==> config.mk <==
export PLATFORM = sky130hd
export DESIGN_NAME = ddr_cmd_scheduler
export DESIGN_NICKNAME = d
export VERILOG_FILES = /design/src/rtl/ddr_sched_pkg.sv /design/src/rtl/ddr_refresh_timer.sv /design/src/rtl/ddr_cmd_scheduler.sv
export SDC_FILE = /design/constraint.sdc
export NUM_CORES = 1
export LEC_CHECK = 0
export CELL_PAD_IN_SITES_DETAIL_PLACEMENT = 1
export CELL_PAD_IN_SITES_GLOBAL_PLACEMENT = 1
export CORE_MARGIN = 4
export CORE_UTILIZATION = 43
export DETAILED_ROUTE_END_ITERATION = 10
export GPL_ROUTABILITY_DRIVEN = 0
export PLACE_DENSITY = 0.91
export SLEW_MARGIN = 15
export SYNTH_ARGS = -nofsm -noshare
export SYNTH_HDL_FRONTEND = slang
export SYNTH_SLANG_ARGS = --single-unit
==> constraint.sdc <==
create_clock -name clk -period 8.4 [get_ports clk]
set_clock_uncertainty 0.15 [all_clocks]
set_input_delay 1.26 -clock clk [delete_from_list [all_inputs] [get_ports clk]]
set_output_delay 1.26 -clock clk [all_outputs]
set_load 0.01 [all_outputs]
==> src/rtl/ddr_sched_pkg.sv <==
// rtl/ddr_sched_pkg.sv - command encodings, FSM states and default timing for the DDR scheduler
package ddr_sched_pkg;

  localparam int DEF_ROW_W  = 13;
  localparam int DEF_COL_W  = 10;
  localparam int DEF_T_RCD  = 3;
  localparam int DEF_T_RAS  = 6;
  localparam int DEF_T_WR   = 3;
  localparam int DEF_T_RP   = 3;
  localparam int DEF_T_RFC  = 8;
  localparam int DEF_T_REFI = 100;
  localparam int DEF_CNT_W  = 8;

  typedef enum logic [2:0] {
    CMD_NOP = 3'd0,
    CMD_ACT = 3'd1,
    CMD_RD  = 3'd2,
    CMD_WR  = 3'd3,
    CMD_PRE = 3'd4,
    CMD_REF = 3'd5
  } cmd_e;

  typedef enum logic [1:0] {
    ST_IDLE     = 2'd0,
    ST_OPEN     = 2'd1,
    ST_PRE_WAIT = 2'd2,
    ST_REF_WAIT = 2'd3
  } state_e;

endpackage

==> src/rtl/ddr_refresh_timer.sv <==
// rtl/ddr_refresh_timer.sv - free-running tREFI counter with a saturating refresh-owed flag
module ddr_refresh_timer
  import ddr_sched_pkg::*;
#(
  parameter int T_REFI = DEF_T_REFI,
  parameter int CNT_W  = DEF_CNT_W
) (
  input  logic clk,
  input  logic reset,
  input  logic ref_issued,
  output logic refresh_pending
);

  localparam logic [CNT_W-1:0] REFI_LAST = CNT_W'(T_REFI - 1);
  localparam logic [CNT_W-1:0] ONE       = CNT_W'(1);

  logic [CNT_W-1:0] refi_q, refi_d;
  logic             pending_q, pending_d;

  // Expiry wins over a coincident REF so a fresh interval is never lost; a second expiry just re-sets the flag.
  always_comb begin
    refi_d    = refi_q + ONE;
    pending_d = pending_q & ~ref_issued;
    if (refi_q == REFI_LAST) begin
      refi_d    = '0;
      pending_d = 1'b1;
    end
  end

  // Counter and flag registers.
  always_ff @(posedge clk or posedge reset) begin
    if (reset) begin
      refi_q    <= '0;
      pending_q <= 1'b0;
    end else begin
      refi_q    <= refi_d;
      pending_q <= pending_d;
    end
  end

  assign refresh_pending = pending_q;

endmodule

==> src/rtl/ddr_cmd_scheduler.sv <==
// rtl/ddr_cmd_scheduler.sv - single-bank DDR command scheduler; DDR_CLOSE_PAGE_EN selects close-page policy
module ddr_cmd_scheduler
  import ddr_sched_pkg::*;
#(
  parameter int ROW_W  = DEF_ROW_W,
  parameter int COL_W  = DEF_COL_W,
  parameter int T_RCD  = DEF_T_RCD,
  parameter int T_RAS  = DEF_T_RAS,
  parameter int T_WR   = DEF_T_WR,
  parameter int T_RP   = DEF_T_RP,
  parameter int T_RFC  = DEF_T_RFC,
  parameter int T_REFI = DEF_T_REFI,
  parameter int CNT_W  = DEF_CNT_W
) (
  input  logic             clk,
  input  logic             reset,
  input  logic             req0_valid,
  input  logic             req0_we,
  input  logic [ROW_W-1:0] req0_row,
  input  logic [COL_W-1:0] req0_col,
  output logic             req0_ready,
  input  logic             req1_valid,
  input  logic             req1_we,
  input  logic [ROW_W-1:0] req1_row,
  input  logic [COL_W-1:0] req1_col,
  output logic             req1_ready,
  output logic             cmd_valid,
  output logic [2:0]       cmd,
  output logic [ROW_W-1:0] cmd_row,
  output logic [COL_W-1:0] cmd_col,
  output logic             grant_id,
  output logic             refresh_pending,
  output logic             busy
);

  // Counters are loaded with T-1 when the command appears, so a zero count in the
  // deciding cycle means the command registered now lands exactly T cycles later.
  localparam logic [CNT_W-1:0] RCD_LD = CNT_W'(T_RCD - 1);
  localparam logic [CNT_W-1:0] RAS_LD = CNT_W'(T_RAS - 1);
  localparam logic [CNT_W-1:0] WR_LD  = CNT_W'(T_WR - 1);
  localparam logic [CNT_W-1:0] RP_LD  = CNT_W'(T_RP - 1);
  localparam logic [CNT_W-1:0] RFC_LD = CNT_W'(T_RFC - 1);
  localparam logic [CNT_W-1:0] ONE    = CNT_W'(1);

  state_e           state_q, state_d;
  logic [ROW_W-1:0] open_row_q, open_row_d;
  logic             rr_q, rr_d, lock_q, lock_d, lock_id_q, lock_id_d;
  logic [CNT_W-1:0] rcd_q, ras_q, wr_q, rp_q, rfc_q;
  logic [CNT_W-1:0] rcd_d, ras_d, wr_d, rp_d, rfc_d;
  cmd_e             cmd_q, nxt_cmd;
  logic             cmd_valid_q, grant_q, rdy0_q, rdy1_q;
  logic [ROW_W-1:0] cmd_row_q;
  logic [COL_W-1:0] cmd_col_q;

  logic             sel_valid, sel_id, sel_we, idle_like, pre_ok, issue_rdwr, close_due;
  logic [ROW_W-1:0] sel_row;
  logic [COL_W-1:0] sel_col;

`ifdef DDR_CLOSE_PAGE_EN
  logic served_q, served_d;
  assign close_due = served_q;
`else
  assign close_due = 1'b0;
`endif

  ddr_refresh_timer #(
    .T_REFI (T_REFI),
    .CNT_W  (CNT_W)
  ) u_refresh_timer (
    .clk             (clk),
    .reset           (reset),
    .ref_issued      (nxt_cmd == CMD_REF),
    .refresh_pending (refresh_pending)
  );

  function automatic logic [CNT_W-1:0] tick(input logic [CNT_W-1:0] c, input logic load,
                                           input logic [CNT_W-1:0] ld);
    if (load)          return ld;
    else if (c != '0)  return c - ONE;
    else               return c;
  endfunction

  // A locked port keeps ownership until served; otherwise rr_q breaks a tie between two new requests.
  assign sel_id    = lock_q ? lock_id_q : ((req0_valid & req1_valid) ? rr_q : req1_valid);
  assign sel_valid = lock_q | req0_valid | req1_valid;
  assign sel_we    = sel_id ? req1_we  : req0_we;
  assign sel_row   = sel_id ? req1_row : req0_row;
  assign sel_col   = sel_id ? req1_col : req0_col;
  assign idle_like = (state_q == ST_IDLE) || (state_q == ST_PRE_WAIT && rp_q == '0) ||
                     (state_q == ST_REF_WAIT && rfc_q == '0);
  assign pre_ok    = (ras_q == '0) && (wr_q == '0);

  // Pick this cycle's command: refresh first, then the close-page precharge, then the selected request.
  always_comb begin
    nxt_cmd = CMD_NOP;
    if (refresh_pending) begin
      if (state_q == ST_OPEN) begin
        if (pre_ok) nxt_cmd = CMD_PRE;
      end else if (idle_like) begin
        nxt_cmd = CMD_REF;
      end
    end else if (state_q == ST_OPEN && close_due) begin
      if (pre_ok) nxt_cmd = CMD_PRE;
    end else if (sel_valid) begin
      if (idle_like) begin
        nxt_cmd = CMD_ACT;
      end else if (state_q == ST_OPEN) begin
        if (open_row_q == sel_row) begin
          if (rcd_q == '0) nxt_cmd = sel_we ? CMD_WR : CMD_RD;
        end else if (pre_ok) begin
          nxt_cmd = CMD_PRE;
        end
      end
    end
  end

  assign issue_rdwr = (nxt_cmd == CMD_RD) || (nxt_cmd == CMD_WR);

  // Next-state for the FSM, arbitration and timing counters.
  always_comb begin
    lock_d     = sel_valid & ~issue_rdwr;
    lock_id_d  = sel_id;
    rr_d       = issue_rdwr ? ~sel_id : rr_q;
    open_row_d = (nxt_cmd == CMD_ACT) ? sel_row : open_row_q;
    rcd_d      = tick(rcd_q, nxt_cmd == CMD_ACT, RCD_LD);
    ras_d      = tick(ras_q, nxt_cmd == CMD_ACT, RAS_LD);
    wr_d       = tick(wr_q,  nxt_cmd == CMD_WR,  WR_LD);
    rp_d       = tick(rp_q,  nxt_cmd == CMD_PRE, RP_LD);
    rfc_d      = tick(rfc_q, nxt_cmd == CMD_REF, RFC_LD);
    case (nxt_cmd)
      CMD_ACT, CMD_RD, CMD_WR: state_d = ST_OPEN;
      CMD_PRE:                 state_d = ST_PRE_WAIT;
      CMD_REF:                 state_d = ST_REF_WAIT;
      default:                 state_d = idle_like ? ST_IDLE : state_q;
    endcase
`ifdef DDR_CLOSE_PAGE_EN
    served_d = issue_rdwr | (served_q & (nxt_cmd != CMD_ACT));
`endif
  end

  // FSM, arbitration, counters and registered command outputs.
  always_ff @(posedge clk or posedge reset) begin
    if (reset) begin
      state_q     <= ST_IDLE;
      open_row_q  <= '0;
      rr_q        <= 1'b0;
      lock_q      <= 1'b0;
      lock_id_q   <= 1'b0;
      rcd_q       <= '0;
      ras_q       <= '0;
      wr_q        <= '0;
      rp_q        <= '0;
      rfc_q       <= '0;
      cmd_q       <= CMD_NOP;
      cmd_valid_q <= 1'b0;
      cmd_row_q   <= '0;
      cmd_col_q   <= '0;
      grant_q     <= 1'b0;
      rdy0_q      <= 1'b0;
      rdy1_q      <= 1'b0;
`ifdef DDR_CLOSE_PAGE_EN
      served_q    <= 1'b0;
`endif
    end else begin
      state_q     <= state_d;
      open_row_q  <= open_row_d;
      rr_q        <= rr_d;
      lock_q      <= lock_d;
      lock_id_q   <= lock_id_d;
      rcd_q       <= rcd_d;
      ras_q       <= ras_d;
      wr_q        <= wr_d;
      rp_q        <= rp_d;
      rfc_q       <= rfc_d;
      cmd_q       <= nxt_cmd;
      cmd_valid_q <= (nxt_cmd != CMD_NOP);
      cmd_row_q   <= (nxt_cmd == CMD_ACT) ? sel_row : '0;
      cmd_col_q   <= issue_rdwr ? sel_col : '0;
      grant_q     <= issue_rdwr & sel_id;
      rdy0_q      <= issue_rdwr & ~sel_id;
      rdy1_q      <= issue_rdwr & sel_id;
`ifdef DDR_CLOSE_PAGE_EN
      served_q    <= served_d;
`endif
    end
  end

  assign cmd_valid  = cmd_valid_q;
  assign cmd        = cmd_q;
  assign cmd_row    = cmd_row_q;
  assign cmd_col    = cmd_col_q;
  assign grant_id   = grant_q;
  assign req0_ready = rdy0_q;
  assign req1_ready = rdy1_q;
  assign busy       = (state_q == ST_OPEN) | refresh_pending |
                      (|{rcd_q, ras_q, wr_q, rp_q, rfc_q});

endmodule

### Yosys cells after proc, flatten, opt, wreduce, memory -nomap -nowiden

Index checks and enable logic that the tools add are counted.

| storage, ports and cells | value |
|---|---|
| output and inout port bits | 32 |
| ROM bits | 0 |
| memories | 0 |
| bits in writable memories | 0 |
| logic and storage cells | 103 |
| bits in latches | 0 |
| bits in registers | 96 |

| operators by class | value |
|---|---|
| multipliers | 0 |
| shift-type cells | 0 |
| reductions and logical operators | 26 |
| bitwise gates (word level) | 12 |
| order comparisons | 0 |
| equality and inequality tests | 10 |
| multiplexer cells | 31 |
| add/sub/neg operators | 6 |
| divide/modulo/power cells | 0 |

Operator list:

| cell | number |
|---|---|
| 2-to-1 mux 8 bit | 11 |
| logical NOT 8 bit | 5 |
| nonzero test 8 bit | 5 |
| OR reduction 40 bit | 1 |
| subtractor 8 x 1 -> 8 bit (second input constant) | 5 |
| 2-to-1 mux 13 bit | 2 |
| 2-to-1 mux 3 bit | 8 |
| 2-to-1 mux 10 bit | 2 |
| equality test 13 bit | 1 |
| nonzero test 2 bit | 5 |
| adder 8 x 1 -> 8 bit (second input constant) | 1 |
| equality test 8 x 7 -> 1 bit (second input constant) | 1 |
| equality test 3 x 2 -> 1 bit (second input constant) | 2 |
| equality test 3 bit (second input constant) | 2 |
| case mux 2 bit (3 select lines) | 1 |
| AND 1 bit | 5 |
| 2-to-1 mux 1 bit | 5 |
| equality test 2 bit (second input constant) | 2 |
| 2-to-1 mux 2 bit | 2 |
| bitwise OR 1 bit | 4 |
| nonzero test 4 bit | 1 |
| equality test 3 x 1 -> 1 bit (second input constant) | 1 |
| logical AND 1 bit | 3 |
| logical OR 1 bit | 3 |
| other kinds (5) | 7 |

### Logic depth before layout (Yosys ltp)

Gate-level depths: netlist (run 1).

| logic depth | value |
|---|---|
| depth in word-level cells | 15 |
| gate-level depth with buffers | 12 |
| gate-level depth less buffers | 9 |

### Modules after synthesis

Synthesis (run 1) repeated with hierarchy kept, for this count alone.

| second synthesis, totals | value |
|---|---|
| cells, all modules | 462 |
| area total of the unflattened synthesis | 4722.0 um^2 |

By module, submodules not included:

| module | times used | area each (um^2) | cells each |
|---|---|---|---|
| ddr_cmd_scheduler | 1 | 4302.9 | 426 |
| ddr_refresh_timer | 1 | 419.2 | 36 |

### Least setup slack after synthesis (run 1)

Ideal clock, no wire load.

| timing | value |
|---|---|
| path type | input -> register |
| start point | input req0_valid |
| end point | register rr_q |
| cell stages on the path | 9 |
| data required time | 8125 ps |
| slack | 5053 ps |
| library setup time | 125 ps |
| buffers on the path | 1 |
| arrival time | 3073 ps |
| path through | nor2b_1 -> o21a_1 -> buf_2 -> inv_2 -> mux2_2 -> a221oi_1 -> and3_1 -> nand3_1 -> mux2_2 |

| between the ends | value |
|---|---|
| longest elaborated chain between the ends | 13 |
| elaborated cells between the ends (all ways) | 19 |

Ends and longest elaborated chain:

| what | line | text |
|---|---|---|
| start, declared | ddr_cmd_scheduler.sv:17 | `input logic req0_valid,` |
| parallel branches: the longest is 13 deep, another holds 2-to-1 mux 13 bit | - |  |
| end signal, assigned | ddr_cmd_scheduler.sv:167 | `rr_q <= rr_d;` |
| end, declared | ddr_cmd_scheduler.sv:47 | `logic rr_q, rr_d, lock_q, lock_d, lock_id_q, lock_id_d;` |

Parallel ways; which one is timed is not known.
A chain may end at the register's enable or synchronous reset.

### Final worst setup path (run 1)

Ends and elaborated chain as after synthesis.

==> impl_metrics.json, run 1 <==
{
  "status": "finished, final reports clean",
  "syn_inst_count": 466,
  "fin_area_um2": 5720,
  "power.net_switching_mw": 0.613,
  "global_route.usage.total_pct": 21.4,
  "max-cap-violations": 0,
  "postPlaceCellArea_um2": 5510,
  "hold_depth": 1,
  "start_kind": "input pin",
  "final-instance-count-excl-fill": 688,
  "power.share.switching_pct": 38.0,
  "finalHoldViolations": 0,
  "effective_utilization_at_floorplan_pct": 44.3,
  "yosys_warnings": 0,
  "drt_first_iter_violations": 202,
  "cts.sink_count": 96,
  "worst_setup_path_end_kind": "flip-flop",
  "worstPathMaxFanout": 30,
  "r2r_start": "lock_q$_DFF_PP0_",
  "r2r_slack_ns": 4.69,
  "clk_path_buf_depth": 2,
  "finalHoldWorstSlack_ns": 0.355,
  "required_ns": 8.51,
  "worstSetupPathType": "input pin to flip-flop",
  "synth_nets": 524,
  "synth.lib_cells_used.distinct": 54,
  "design.core.area_um2": 10300,
  "rsz0062_at_grt": "false",
  "fin_ws_ns": 3.79,
  "synth-seq-area-share_pct": 52.6,
  "fmax_mhz": 217,
  "ffs_latches_synth": 96,
  "post-place-ws_ns": 3.40,
  "post_cts_setup_buffers": 0,
  "areaGrowthSynthToFinish_pct": 25.0,
  "peakVddDrop_mv": 0.133,
  "power.share.combinational_pct": 38.2,
  "dpl.cell_count": 672,
  "port_buf_inserts": 83,
  "row_count": 37,
  "clockPowerShare_pct": 19.2,
  "holdPathEnd": "u_refresh_timer.refi_q[0]$_DFF_PP0_",
  "grt_antenna_before_repair": 0,
  "r2r_cells": 9,
  "post_drt_via_cell_ratio": 5.42,
  "antenna_diode_count": 0,
  "arrival_ns": 4.72,
  "power.static_leakage_nw": 2.63,
  "worstHoldStart": "u_refresh_timer.refi_q[0]$_DFF_PP0_",
  "max_slew.worst_pin.slew_ns": 0.977,
  "slew-limit-headroom_pct": 34.5,
  "setup_viol_count_final": 0,
  "crit_path_start": "req0_valid",
  "detail_route.drc_violations": 0,
  "maximum_number_of_pins_on_one_net_before_global_route_repair": 51,
  "postSynthAreaPerCell_um2": 9.81,
  "gr-total-overflow": 0,
  "post_drt_wl_per_cell_um": 18.6,
  "clock_network_latency_to_the_later_pin_of_the_worst_skew_pair_ns": 0.37,
  "hold_path.class": "flip-flop to flip-flop",
  "cts_inserted_buffers": 9,
  "hpwl_after_detailed_placement_um": 9300,
  "tns_ns": 0,
  "cts.repair.resized": 0,
  "drt-pass1-iter-count": 4,
  "rr_endpoint": "rr_q$_DFFE_PP0P_",
  "hold_buffers": 0,
  "num_io_pins": 84,
  "power_frac_seq_pct": 42.6,
  "drv_slew": 0,
  "tritoncts": "yes",
  "die_height_um": 111,
  "number_of_vias_in_the_routed_layout": 3730,
  "clk_pin_slew_worst_paths_ns": 0.09,
  "post_route_antenna_net_violation_count": 0,
  "cellInternalPower_mw": 1.00,
  "layout-drive-gt1-share_pct": 6.70,
  "power_density_nw_per_um2": 282,
  "via_count_of_the_first_global_routing_pass": 4152,
  "syn_area_um2": 4570,
  "layout.nets": 605,
  "totalWireLength_um": 12800,
  "cts_htree_levels": 3,
  "die_w_um": 111,
  "period_minus_slack_ns": 4.61,
  "die_area_um2": 12300,
  "grt_pass1_wl_um": 21400,
  "clock-root-buffer": "sky130_fd_sc_hd__clkbuf_8",
  "tcrit_tclk_final_pct": 54.9
}
-- power by group through the flow --
stage | Combinational (mW) | Sequential (mW) | Clock, mW
after global placement | 0.563 | 0.681 | 0
after global routing | 0.679 | 0.705 | 0.335
after detailed placement | 0.604 | 0.694 | 0
after floorplan | 0.404 | 0.683 | 0
after CTS | 0.618 | 0.687 | 0.315
final | 0.616 | 0.688 | 0.310
-- cell families after synthesis --
logic type	synth area share [%]
AO/OA/AOI/OAI	10.6
XOR/XNOR	8.05
adder cells (fa/ha/maj)	1.64
buffers and inverters	3.83
flip-flops	52.6
multiplexers	1.83
AND/OR/NAND/NOR	21.5
-- area by class of cell --
class / instances / area [um^2]
clock buffers: 15 / 196
clock inverters: 1 / 7.51
fillers: 1154 / 4610
inverters: 23 / 87.6
multi-input cells: 331 / 2000
flip-flops and latches: 96 / 2400
well taps: 136 / 170
repair buffers: 86 / 853
-- Yosys cell counts, drive strengths merged --
| master | n | area share, % |
|---|---|---|
| mux2i | 5 | 1.1 |
| ha | 6 | 1.6 |
| or3b | 2 | 0.38 |
| a221oi | 2 | 0.38 |
| a22oi | 1 | 0.16 |
| a21boi | 1 | 0.25 |
| a211o | 3 | 0.57 |
| nand3b | 1 | 0.16 |
| dfrtp | 96 | 53 |
| nand4 | 4 | 0.55 |
| a2111oi | 1 | 0.19 |
| or3 | 9 | 1.3 |
| o31ai | 1 | 0.16 |
| buf | 10 | 1.5 |
| or2 | 3 | 0.41 |
| or4 | 1 | 0.16 |
| mux2 | 3 | 0.74 |
| o22ai | 2 | 0.27 |
| nand2b | 4 | 0.55 |
| and2 | 4 | 0.55 |
| o21ai | 7 | 0.77 |
| nor2 | 57 | 5.2 |
| and3 | 2 | 0.27 |
| xnor2 | 20 | 3.8 |
| inv | 23 | 1.9 |
| nor4b | 2 | 0.38 |
| nand3 | 14 | 1.5 |
| clkbuf | 6 | 0.49 |
| xor2 | 22 | 4.2 |
| a31oi | 1 | 0.14 |
| nor2b | 7 | 0.96 |
| a222oi | 2 | 0.44 |
| o21a | 1 | 0.16 |
| nor3 | 13 | 1.5 |
| nand2 | 70 | 5.7 |
| and3b | 1 | 0.19 |
| a21o | 14 | 2.3 |
| o211ai | 3 | 0.49 |
| nor4 | 8 | 1.4 |
| nor3b | 1 | 0.16 |
| a21oi | 28 | 3.3 |
| o221ai | 2 | 0.38 |
| a211oi | 3 | 0.60 |
-- registers in the layout, summed over array words and instances (netlist names) --
name and flops:
lock_id_q 1, lock_q 1, rp_q 8, rr_q 1, open_row_q 13, state_q 2, rfc_q 8, wr_q 8
u_refresh_timer.refi_q 8, cmd 3, cmd_valid 1, cmd_row 13, req0_ready 1, ras_q 8, cmd_col 10, u_refresh_timer.refresh_pending 1
rcd_q 8, req1_ready 1
-- layer usage --
layer  vias to the layer above  GRT usage [%]  wire length (um)
li1                       1727              -                 -
met3                        28           3.88               404
met1                      1885           25.6              5260
met5                         -              0                 0
met4                         0           7.54               289
met2                        90           38.6              6850
-- worst max-delay path, stage by stage --
cell,delay (ns)
sky130_fd_sc_hd__clkdlybuf4s50_1,0.44
sky130_fd_sc_hd__nor2b_1,0.15
sky130_fd_sc_hd__o21a_1,0.18
sky130_fd_sc_hd__buf_4,0.23
sky130_fd_sc_hd__inv_2,0.47
sky130_fd_sc_hd__mux2_2,0.41
sky130_fd_sc_hd__a221oi_1,0.35
sky130_fd_sc_hd__and3_1,0.31
sky130_fd_sc_hd__nand3_1,0.45
sky130_fd_sc_hd__mux2_2,0.44
-- metrics by stage --
stage	utilization (%)	power (mW)
after floorplan	-	1.09
after global placement	53.4	1.24
after detailed placement	53.4	1.30
after CTS	55.4	1.62
after global routing	55.4	1.72
final	55.4	1.61
-- worst max-delay path by stage --
stage	cells after the start	endpoint	slack, ns
2_1_floorplan	1	cmd[0]$_DFF_PP0_	4.48
3_3_place_gp	10	rr_q$_DFFE_PP0P_	3.61
3_5_place_dp	10	rr_q$_DFFE_PP0P_	3.40
4_1_cts	10	rr_q$_DFFE_PP0P_	3.78
5_1_grt	10	rr_q$_DFFE_PP0P_	3.55
6_report	10	rr_q$_DFFE_PP0P_	3.79
-- cell usage in the layout (no fill, tap or decap), types with 4 or more instances in the layout --
cell                              netlist  layout
sky130_fd_sc_hd__mux2i_1                5       5
sky130_fd_sc_hd__clkdlybuf4s50_1        0      83
sky130_fd_sc_hd__nor2_1                54      54
sky130_fd_sc_hd__dfrtp_1               96      96
sky130_fd_sc_hd__nand2b_1               4       4
sky130_fd_sc_hd__a21o_1                14      14
sky130_fd_sc_hd__xnor2_1               20      20
sky130_fd_sc_hd__inv_1                 22      21
sky130_fd_sc_hd__nor4_1                 7       7
sky130_fd_sc_hd__nand2_1               70      70
sky130_fd_sc_hd__clkbuf_8               0      14
sky130_fd_sc_hd__nor2b_1                7       7
sky130_fd_sc_hd__xor2_1                22      22
sky130_fd_sc_hd__or3_1                  8       8
sky130_fd_sc_hd__nor3_1                12      11
sky130_fd_sc_hd__and2_1                 4       4
sky130_fd_sc_hd__nand3_1               14      14
sky130_fd_sc_hd__ha_1                   6       6
sky130_fd_sc_hd__nand4_1                4       4
sky130_fd_sc_hd__o21ai_0                7       7
sky130_fd_sc_hd__a21oi_1               27      27
Power figures use the tool's default switching activity.
==> inputs of run 2 (changes only) <==
CORE_UTILIZATION = 40   (was 43)
PLACE_DENSITY = 0.85   (was 0.91)
clock period = 4.6 ns   (was 8.4 ns; I/O delays follow)
==> run 2 against run 1 <==
Effect of this change: largest cell class unchanged; critical path depth fell by 4; largest power group unchanged; flip-flop and latch count did not move; routed wire length fell by 6.9%; sequential power rose by 82%; clock power rose by 130%; power rose by 88%; via count fell by 3.4%; cell count rose by 0.44%; critical endpoint is now busy.
==> impl_metrics.json, run 2 (synthesis results as in run 1) <==
{
  "status": "finished, final reports clean",
  "crit_slowest_cell": "sky130_fd_sc_hd__clkdlybuf4s50_1",
  "die_w_um": 115,
  "worstSetupPathType": "flip-flop to output pin",
  "port_buf_inserts": 83,
  "worst_path_largest_cell_delay_ns": 0.49,
  "number_of_vias_in_the_routed_layout": 3602,
  "post_drt_via_cell_ratio": 5.21,
  "power_density_nw_per_um2": 524,
  "die_height_um": 115,
  "fin_ws_ns": 1.00,
  "drt-pass1-iter-count": 4,
  "period_minus_slack_ns": 3.60,
  "slew-limit-headroom_pct": 33.1,
  "layout-drive-gt1-share_pct": 6.90,
  "grt_antenna_before_repair": 0,
  "finalCoreUtilization_pct": 52.5,
  "required_ns": 3.76,
  "timing.critical_path.max_delay_family": "simple AND/OR/NAND/NOR gates",
  "maximum_number_of_pins_on_one_net_before_global_route_repair": 77,
  "drt_first_iter_violations": 185,
  "detail_route.drc_violations": 0,
  "areaGrowthSynthToFinish_pct": 26.7,
  "layout.nets": 605,
  "totalWireLength_um": 11900,
  "worst_setup_path_end_kind": "output pin",
  "hold_path.class": "flip-flop to flip-flop",
  "post_cts_setup_buffers": 0,
  "cts_htree_levels": 3,
  "clk_pin_slew_worst_paths_ns": 0.06,
  "post_drt_wl_per_cell_um": 17.3,
  "tritoncts": "yes",
  "setup_viol_count_final": 0,
  "finalHoldViolations": 0,
  "max-cap-violations": 0,
  "start_kind": "flip-flop",
  "row_count": 38,
  "effective_utilization_at_floorplan_pct": 41.4,
  "hpwl_after_detailed_placement_um": 8720,
  "die_area_um2": 13200,
  "post-place-ws_ns": 0.857,
  "highest_layer": "met4",
  "r2r_start": "rp_q[0]$_DFFE_PP0P_",
  "hold_buffers": 0,
  "via_count_of_the_first_global_routing_pass": 4124,
  "drv_slew": 0,
  "num_io_pins": 84,
  "rsz0062_at_grt": "false",
  "cts.sink_count": 96,
  "design.core.area_um2": 11000,
  "max_slew.worst_pin.slew_ns": 0.998,
  "tns_ns": 0,
  "worstHoldStart": "u_refresh_timer.refi_q[7]$_DFF_PP0_",
  "wl_met1_um": 4920,
  "fmax_mhz": 278,
  "commonest_non_fill_non_tap_cell_in_the_layout": "sky130_fd_sc_hd__dfrtp_1",
  "cts.repair.resized": 0,
  "gr-total-overflow": 0,
  "crit_path_start": "rfc_q[2]$_DFFE_PP0P_",
  "wl_met3_um": 430,
  "cts_inserted_buffers": 9,
  "antenna_diode_count": 0,
  "power_mw": 3.04,
  "global_route.usage.total_pct": 19.3,
  "met2WireLength_um": 6400,
  "critical_path_buf_inv_count": 1,
  "clk_path_buf_depth": 2,
  "fill_cells": 1247,
  "power.static_leakage_nw": 2.65,
  "grt_pass1_wl_um": 20200,
  "post_route_antenna_net_violation_count": 0,
  "clock_network_latency_to_the_later_pin_of_the_worst_skew_pair_ns": 0.35,
  "clock-root-buffer": "sky130_fd_sc_hd__clkbuf_16",
  "layout.cells.most_common_list": "sky130_fd_sc_hd__dfrtp_1 (96), sky130_fd_sc_hd__clkdlybuf4s50_1 (83), sky130_fd_sc_hd__nand2_1 (70)",
  "tcrit_tclk_final_pct": 78.3,
  "path_cells": "or3_4 -> or2_2 -> or3_1 -> nor4_1 -> nand2_1 -> clkdlybuf4s50_1",
  "peakVddDrop_mv": 0.286,
  "arrival_ns": 2.76,
  "worstPathMaxFanout": 4
}
run 2: cell count changes in the layout (fill, tap and decap cells not counted), sizes merged:
cell | before | now
inv | 22 | 23
clkinv | 1 | 3
clkbuf | 15 | 10
clkinvlp | 1 | 2
run 2: cell type report:
class | count | area, um^2 | share of cell area, %
sequential | 96 | 2400 | 41.5
multi-input combinational | 331 | 2000 | 34.5
timing repair buffer | 86 | 853 | 14.7
clock buffer | 10 | 239 | 4.13
tap | 140 | 175 | 3.02
inverter | 23 | 88.8 | 1.53
clock inverter | 5 | 33.8 | 0.583
run 2: path summary, 6_finish.rpt:
path	endpoint	slack, ns	cells after the start
max	busy	1.00	6
min	u_refresh_timer.refi_q[7]$_DFF_PP0_	0.34	1
max reg2reg	open_row_q[11]$_DFFE_PP0N_	1.46	8
min reg2reg	u_refresh_timer.refi_q[7]$_DFF_PP0_	0.34	1
max in group asynchronous	rcd_q[4]$_DFFE_PP0P_	2.69	3
min in group asynchronous	rp_q[7]$_DFFE_PP0P_	0.75	2
run 2: metrics by stage:
step	hold WS, ns	std cells	instance area [um^2]
after global routing	0.356	691	5790
after floorplan	0.292	466	4570
after global placement	0.314	676	5520
final	0.336	691	5790
after detailed placement	0.329	676	5520
after CTS	0.340	691	5790
run 2: where the power goes:
| group | switching [mW] | internal, mW |
|---|---|---|
| Sequential | 0.180 | 1.07 |
| Combinational | 0.603 | 0.481 |
| Clock | 0.325 | 0.377 |
| Total | 1.11 | 1.93 |
run 2: metal layers:
layer  vias to the layer above  track usage (%)
li1                       1721                -
met1                      1802             22.6
met2                        61             34.7
met3                        18             4.95
met4                         0             5.56
met5                         -                0
